[src/rtl/mult_arbiter.sv]
// -----------------------------------------------------------------------------
// mult_arbiter
//
// Purpose:
//   Shares one shift-and-add unsigned multiplier among four requesters.
//   While idle, the block picks one valid requester, captures its operands,
//   runs exactly SIZE add/shift iterations, then holds the product until the
//   consumer takes it.
//
// Configuration:
//   MULT_ARB_FIXED_PRIO_EN
//     undefined (default): round-robin arbitration with a rotating pointer.
//     defined:             fixed priority; the lowest-indexed valid requester
//                          wins and there is no pointer.
//
// Ports:
//   clk        in   rising-edge clock
//   rst        in   asynchronous reset, active-low
//   req_valid  in   [NREQ-1:0]       requester k presents operands
//   req_ready  out  [NREQ-1:0]       one-hot grant, only while idle
//   req_a      in   [NREQ*SIZE-1:0]  multiplicand k at [k*SIZE +: SIZE]
//   req_b      in   [NREQ*SIZE-1:0]  multiplier k at [k*SIZE +: SIZE]
//   res_valid  out                   product available
//   res_ready  in                    consumer accepts the product
//   res_id     out  [1:0]            requester that owns res_data
//   res_data   out  [2*SIZE-1:0]     unsigned product
//   busy       out                   high whenever not idle
// -----------------------------------------------------------------------------
module mult_arbiter #(
  parameter int SIZE = 8,
  parameter int NREQ = 4
) (
  input  logic                   clk,
  input  logic                   rst,
  input  logic [NREQ-1:0]        req_valid,
  output logic [NREQ-1:0]        req_ready,
  input  logic [NREQ*SIZE-1:0]   req_a,
  input  logic [NREQ*SIZE-1:0]   req_b,
  output logic                   res_valid,
  input  logic                   res_ready,
  output logic [1:0]             res_id,
  output logic [2*SIZE-1:0]      res_data,
  output logic                   busy
);

  localparam int CW = $clog2(SIZE + 1);

  typedef enum logic [1:0] {
    IDLE = 2'd0,
    RUN  = 2'd1,
    DONE = 2'd2
  } state_t;

  state_t state, state_next;

  logic [SIZE-1:0]   a_slice [NREQ];
  logic [SIZE-1:0]   b_slice [NREQ];
  logic [NREQ-1:0]   grant;
  logic [1:0]        win_id;
  logic              take;
  logic              last_iter;

  logic [2*SIZE-1:0] mcand;
  logic [SIZE-1:0]   mplier;
  logic [2*SIZE-1:0] acc;
  logic [2*SIZE-1:0] acc_sum;
  logic [CW-1:0]     cnt;
  logic [1:0]        cur_id;

  // Unpack the flat operand buses so the winner can be selected by index.
  always_comb begin
    for (int k = 0; k < NREQ; k++) begin
      a_slice[k] = req_a[k*SIZE +: SIZE];
      b_slice[k] = req_b[k*SIZE +: SIZE];
    end
  end

`ifdef MULT_ARB_FIXED_PRIO_EN
  // Fixed priority: scanning from the top down lets the lowest valid index
  // overwrite any higher one, so it ends up as the winner.
  always_comb begin
    grant  = '0;
    win_id = '0;
    for (int k = NREQ - 1; k >= 0; k--) begin
      if (req_valid[k]) begin
        grant    = '0;
        grant[k] = 1'b1;
        win_id   = 2'(k);
      end
    end
  end
`else
  logic [1:0] rr_ptr;

  // Round-robin: search starts at the pointer and wraps modulo 4; the first
  // valid requester found wins.
  always_comb begin
    logic [1:0] idx;
    logic       found;
    grant  = '0;
    win_id = '0;
    found  = 1'b0;
    idx    = rr_ptr;
    for (int i = 0; i < NREQ; i++) begin
      idx = rr_ptr + 2'(i);
      if (!found && req_valid[idx]) begin
        found       = 1'b1;
        grant[idx]  = 1'b1;
        win_id      = idx;
      end
    end
  end

  // The pointer moves just past the winner on every accepted transfer.
  always_ff @(posedge clk or negedge rst) begin
    if (!rst) begin
      rr_ptr <= 2'd0;
    end else if (take) begin
      rr_ptr <= win_id + 2'd1;
    end
  end
`endif

  // Grants are visible only while idle and out of reset; a grant seen by a
  // valid requester is by construction a transfer.
  assign take      = (state == IDLE) && (|grant);
  assign req_ready = ((state == IDLE) && rst) ? grant : '0;
  assign busy      = (state != IDLE);
  assign last_iter = (state == RUN) && (cnt == CW'(SIZE - 1));
  assign acc_sum   = acc + (mplier[0] ? mcand : '0);

  // State register.
  always_ff @(posedge clk or negedge rst) begin
    if (!rst) begin
      state <= IDLE;
    end else begin
      state <= state_next;
    end
  end

  // Next-state logic. RUN always lasts SIZE cycles, even for zero operands,
  // so the latency is fixed.
  always_comb begin
    state_next = state;
    unique case (state)
      IDLE:    if (take)      state_next = RUN;
      RUN:     if (last_iter) state_next = DONE;
      DONE:    if (res_ready) state_next = IDLE;
      default:                state_next = IDLE;
    endcase
  end

  // Datapath. The final iteration writes its sum straight into res_data so
  // the product appears on the same edge that enters DONE. res_data/res_id
  // are only rewritten there, so they keep their value after acceptance.
  always_ff @(posedge clk or negedge rst) begin
    if (!rst) begin
      mcand     <= '0;
      mplier    <= '0;
      acc       <= '0;
      cnt       <= '0;
      cur_id    <= '0;
      res_valid <= 1'b0;
      res_data  <= '0;
      res_id    <= '0;
    end else begin
      unique case (state)
        IDLE: begin
          if (take) begin
            mcand  <= {{SIZE{1'b0}}, a_slice[win_id]};
            mplier <= b_slice[win_id];
            acc    <= '0;
            cnt    <= '0;
            cur_id <= win_id;
          end
        end
        RUN: begin
          acc    <= acc_sum;
          mcand  <= mcand << 1;
          mplier <= mplier >> 1;
          cnt    <= cnt + CW'(1);
          if (last_iter) begin
            res_data  <= acc_sum;
            res_id    <= cur_id;
            res_valid <= 1'b1;
          end
        end
        DONE: begin
          if (res_ready) begin
            res_valid <= 1'b0;
          end
        end
        default: begin
          res_valid <= 1'b0;
        end
      endcase
    end
  end

endmodule

[config.mk]
export PLATFORM = sky130hd
export DESIGN_NAME = mult_arbiter
export DESIGN_NICKNAME = d
export VERILOG_FILES = /design/src/rtl/mult_arbiter.sv
export SDC_FILE = /design/constraint.sdc
export NUM_CORES = 1
export LEC_CHECK = 0
export BUFFER_PORTS_ARGS = -buffer_cell sky130_fd_sc_hd__buf_2
export CORE_MARGIN = 3
export CORE_UTILIZATION = 45
export DETAILED_ROUTE_END_ITERATION = 10
export PLACE_DENSITY = 0.7
export SLEW_MARGIN = 10
export SYNTH_ARGS = -nofsm -noshare
export SYNTH_HDL_FRONTEND = slang
export SYNTH_SLANG_ARGS = --single-unit
[constraint.sdc]
create_clock -name clk -period 2.9 [get_ports clk]
set_input_delay 0.29 -clock clk [delete_from_list [all_inputs] [get_ports clk]]
set_output_delay 0.29 -clock clk [all_outputs]
set_load 0.1 [all_outputs]
== After elaboration in Yosys (flattened, before gate mapping) ==
Cells that the tools add are included.

* Add/sub/neg operators: 6
* Multipliers: 0
* Div/mod/pow operators: 0
* Magnitude comparators: 9
* Equal/unequal tests: 6
* Shifts and indexed selects: 0
* Mux-type cells: 50
* Bitwise gates (word level): 5
* Reductions and logical operators: 22

{| class="wikitable"
|+ Operators by type and width
! kind !! count
|-
| 16-bit case mux with 2 select lines || 2
|-
| 16-bit two-way mux || 3
|-
| 8-bit two-way mux || 5
|-
| 8-bit binary-select mux with 2-bit select || 2
|-
| 4-bit two-way mux || 6
|-
| 16-bit adder || 1
|-
| 8-bit case mux with 2 select lines || 1
|-
| 2-bit two-way mux || 7
|-
| 1-bit two-way mux || 13
|-
| 2-bit by 3-bit less-than comparator with 1-bit output (second input constant) || 4
|-
| 4-bit bitwise OR || 3
|-
| 1-bit logical AND || 10
|-
| 1-bit binary-select mux with 2-bit select || 4
|-
| 1-bit demux with 2-bit select || 4
|-
| 2-bit by 1-bit greater-or-equal comparator with 1-bit output (second input constant) || 4
|-
| 4-bit case mux with 2 select lines || 1
|-
| 2-bit != test (second input constant) || 3
|-
| 2-bit case mux with 3 select lines || 1
|-
| 2-bit AND reduction || 3
|-
| 3-bit AND reduction || 2
|-
| 2-bit by 1-bit adder with 2-bit output (second input constant) || 2
|-
| 2-bit adder (second input constant) || 2
|-
| 4-bit by 1-bit adder with 4-bit output (second input constant) || 1
|-
| 4-bit by 3-bit equality test with 1-bit output (second input constant) || 1
|-
| other kinds (10) || 13
|}

* Register bits: 69
* Latch bits: 0
* Memory bits (writable): 0
* Bits in read-only memories: 0
* Input port bits: 71
* Output and inout bits: 24
* Memories kept: 0

== Depth between registers and ports, before layout ==
* Depth in word-level cells: 18
* Depth in mapped cells: 14
* Mapped depth without buffers: 10

== Worst setup path after synthesis ==
No wires, ideal clock.

* Kind: reg-to-output
* Start: register rr_ptr[0]
* End: output req_ready[1]
* Arrival time: 3.676 ns
* Data required time: 2.610 ns
* Setup slack: -1.066 ns
* Stages on the path, launching flop included: 10
* Buffers on the path: 3
* Path through: dfrtp_1 > buf_2 > buf_2 > inv_1 > ha_1 > buf_6 > mux4_2 > nand3b_1 > a22o_2 > a21oi_1

* Longest elaborated chain between the ends: 13

{| class="wikitable"
|+ Ends and longest elaborated chain
! item !! RTL line !! RTL
|-
| from (decl) || 93 || <nowiki>logic [1:0] rr_ptr;</nowiki>
|-
| from (signal assigned) || 119 || <nowiki>rr_ptr <= win_id + 2'd1;</nowiki>
|-
| parallel branches: the longest is 11 deep, another holds 2-bit by 3-bit less-than comparator with 1-bit output || -- ||
|-
| 4-bit two-way mux * || 106 || <nowiki>if (!found && req_valid[idx]) begin</nowiki>
|-
| 4-bit two-way mux * || 127 || <nowiki>assign req_ready = ((state == IDLE) && rst) ? grant : '0;</nowiki>
|-
| to (decl) || 36 || <nowiki>output logic [NREQ-1:0] req_ready,</nowiki>
|}

Mark *: on every way between the ends. The select of a mux whose other input is x is not followed.

== Worst setup path in the final report ==
* Start: register rr_ptr[0]
* End: register mcand[1]

* Longest elaborated chain between the ends: 18

{| class="wikitable"
|+ Ends and longest elaborated chain
! item !! RTL line !! RTL
|-
| parallel branches: the longest is 18 deep, another holds 2-bit by 3-bit less-than comparator with 1-bit output || -- ||
|-
| to (signal assigned) || 170 || <nowiki>mcand <= {{SIZE{1'b0}}, a_slice[win_id]};</nowiki>
|-
| to (signal assigned) || 179 || <nowiki>mcand <= mcand << 1;</nowiki>
|-
| to (decl) || 63 || <nowiki>logic [2*SIZE-1:0] mcand;</nowiki>
|}

Several ways; the timed one is not identified. The select of a mux whose other input is x is not followed.
A chain may end at the register's enable or synchronous reset.

==> flow_summary.yaml <==
run_status:
  outcome: "completed"
clocking:
  htree_levels: 3
  clk_latency_ns: 0.34
  clock_path_buffers: 2
  clkTransAtPathRegs_ns: 0.08
  cts_buffers: 9
  cts_tree: "done"
  holdBufCountCts: 0
  cts-root-buf: "clkbuf_8"
  cts_sinks: 69
layout:
  fin_cells: 686
  n_antenna_cell: 0
  drive_gt1_share_pct: 36.3
  area_growth_pct: 24.9
  fin_area_mm2: 0.00573
  fillers: 865
  fin_nets: 642
die:
  boundaryPins: 95
  die_h_um: 107
  die_w_um: 107
  num_rows: 36
  die_area_mm2: 0.0114
  start_util_pct: 46.5
  core-area_mm2: 0.00986
place:
  dpl_worst_slack_ns: -0.0265
  dp_cells: 657
  globalplace.congestion: 0.885
  numPortBuffers: 94
  hpwl_um: 7640
  placed_cell_area_mm2: 0.00536
timing:
  finalSetupTns_ns: 0
  finalMaxSlewViolations: 0
  final.setup.worst_slack_ns: 0.0851
  setup_viol: 0
  fin_crit_sh_pct: 97.1
  rsz0062_at_grt: "yes"
  maxSlewHeadroom_pct: 42.0
  fin_crit_ns: 2.81
  worst_pin_slew_ns: 0.870
  fmax_mhz: 355
  finalHoldViolations: 0
  clock_skew_ns: 0.00925
route:
  drtPass1Iterations: 4
  avgRoutedWirePerCell_um: 15.9
  viasPerCell: 5.60
  drt_wl_total_um: 10900
  drc: 0
  ant_nets: 0
  route.vias.total: 3843
  first_iter_violations: 171
grt:
  grt_max_degree: 70
  grt_usage_pct: 19.4
  overflow: 0
  grt_pass1_vias: 3806
  grt_pass1_wl_um: 18300
  antenna_found_initial: 0
worst_setup_path:
  crit_buf_inv: 3
  critPathMaxFanout: 7
  critical_path_class: "flop to flop"
  slowest_delay_ns: 0.59
  cpLargestDelayFamily: "multiplexers"
  path_cells: "inv_6 > ha_4 > mux4_2 > o21ai_1 > a31oi_1 > o21ai_2 > buf_6 > buf_12 > mux2_2 > a31oi_2 > o22a_1"
  reg2reg_depth: 11
  cp.depth: 11
  crit_slowest_cell: "mux4_2"
  worstPathRequired_ns: 3.18
  crit_arrival_ns: 3.09
  start_kind: "flop"
  end_kind: "flop"
synthesis:
  synth_top_family_by_area: "compound AO/OA/AOI/OAI gates"
  synth_seq_area_share_pct: 37.6
  synthFlopType: "dfrtp_1"
  synth-simple-area-share_pct: 11.5
  synth_compound_area_share_pct: 19.0
  synthArstFlopShare_pct: 100
  netlist_instances: 445
  synth.distinct_cells: 53
  syn_area_per_cell_um2: 10.3
  synth_edf_count: 0
  synth_seq_cells: 69
  syn_nets: 539
  synth_adder_area_share_pct: 6.44
  yosysWarnings: 0
  synthXorXnorAreaFrac_pct: 2.67
  syn-cell-area_mm2: 0.00459
  synthMuxAreaShare_pct: 18.1
run:
  drv_cap: 0
hold_path:
  holdCritPathClass: "primary input to asynchronous set/reset pin"
worst paths after layout:
path                       slack, ns                       end                startpoint
max                             0.09      mcand[1]$_DFFE_PN0P_     rr_ptr[0]$_DFFE_PN0P_
min                             0.20        acc[9]$_DFFE_PN0P_                       rst
max reg2reg                     0.09      mcand[1]$_DFFE_PN0P_     rr_ptr[0]$_DFFE_PN0P_
min reg2reg                     0.50  res_data[15]$_DFFE_PN0P_  res_data[15]$_DFFE_PN0P_
max in group asynchronous       2.08     mplier[0]$_DFFE_PN0P_                       rst
min in group clk                0.24     res_valid$_DFFE_PN0P_                 res_ready
kinds of logic (layout without fill, tap and decap cells):
group | after synthesis | after routing
compound gates | 120 | 121
simple gates | 103 | 103
mux | 74 | 75
flops | 69 | 69
buf+inv | 42 | 148
fa+ha+maj | 23 | 23
xor+xnor | 14 | 14
cells in the final DEF (no fill, tap or decap), types with 13 or more instances in the layout:
master	instances
nand2_1	25
mux2i_1	35
o21ai_0	13
nor2_1	30
a21oi_1	13
a22o_1	27
ha_1	21
buf_2	90
buf_4	18
mux2_2	34
and2_1	16
o22a_1	14
dfrtp_1	68
a31oi_1	13
stage by stage:
stage	hold WS [ns]	util, %
2_1_floorplan	-0.00559	-
3_3_place_gp	0.482	54.3
3_5_place_dp	0.491	54.3
4_1_cts	0.227	56.7
5_1_grt	0.260	58.1
6_report	0.202	58.1
Yosys cell counts, types with 2 or more instances:
| library cell | count | area share (%) |
|---|---|---|
| nand2_1 | 25 | 2.0 |
| o31a_1 | 2 | 0.38 |
| o21bai_1 | 2 | 0.33 |
| and2_1 | 16 | 2.2 |
| nand4_1 | 2 | 0.27 |
| nor2_1 | 30 | 2.5 |
| buf_2 | 11 | 1.2 |
| o22a_1 | 14 | 2.7 |
| nor2b_1 | 2 | 0.27 |
| a31oi_1 | 15 | 2.0 |
| buf_6 | 4 | 0.98 |
| a21o_1 | 6 | 0.98 |
| a21oi_1 | 20 | 2.2 |
| buf_4 | 3 | 0.49 |
| mux2_4 | 2 | 0.65 |
| nor3_1 | 6 | 0.65 |
| nor4_1 | 2 | 0.27 |
| mux2i_1 | 35 | 7.6 |
| a22o_1 | 27 | 5.2 |
| inv_1 | 13 | 1.1 |
| a211oi_1 | 5 | 0.82 |
| mux4_2 | 3 | 1.5 |
| mux2_2 | 34 | 8.3 |
| clkbuf_1 | 11 | 0.90 |
| xor2_1 | 6 | 1.1 |
| dfrtp_1 | 69 | 38 |
| o21ai_0 | 14 | 1.5 |
| a22o_2 | 3 | 0.65 |
| xnor2_1 | 8 | 1.5 |
| nor3b_1 | 3 | 0.49 |
| ha_1 | 22 | 6.0 |
| nand3b_1 | 4 | 0.65 |
| nand3_1 | 4 | 0.44 |
| o31ai_1 | 3 | 0.49 |
registers in the layout, indices dropped and copies added, names as in the netlist:
name       count
res_id         2
cnt            4
state          2
mplier         8
cur_id         2
res_data      16
res_valid      1
rr_ptr         2
mcand         16
acc           16
routing by layer:
metal  global-route usage [%]  share of wire (%)
met4                     4.75                1.3
met2                     31.8                 49
met3                     2.41                3.8
met1                     27.4                 46
met5                        0                  0
what timing repair did:
action | CTS | global route
pin swaps | 2 | 9
cloned | 2 | 1
resized for setup | 2 | 13
endpoints found under the setup margin | 14 | 23
setup buffers | 0 | 10
worst reg2reg max path, stage by stage (launching register included):
cell and delay [ns]:
dfrtp_1 0.42, inv_6 0.06, ha_4 0.30, mux4_2 0.59
o21ai_1 0.11, a31oi_1 0.13, o21ai_2 0.19, buf_6 0.15
buf_12 0.12, mux2_2 0.35, a31oi_2 0.17, o22a_1 0.16
area by class of cell:
| type | instances | area, um2 | area share [%] |
|---|---|---|---|
| clock buffer | 11 | 141 | 2.47 |
| sequential | 69 | 1730 | 30.1 |
| inverter | 13 | 53.8 | 0.939 |
| tap | 133 | 166 | 2.90 |
| clock inverter | 5 | 50.0 | 0.873 |
| multi-input combinational | 336 | 2810 | 48.9 |
| timing repair buffer | 119 | 787 | 13.7 |
Power is not shown: default switching activity piles up to over one toggle a cycle in this logic, so the estimate is an artifact.
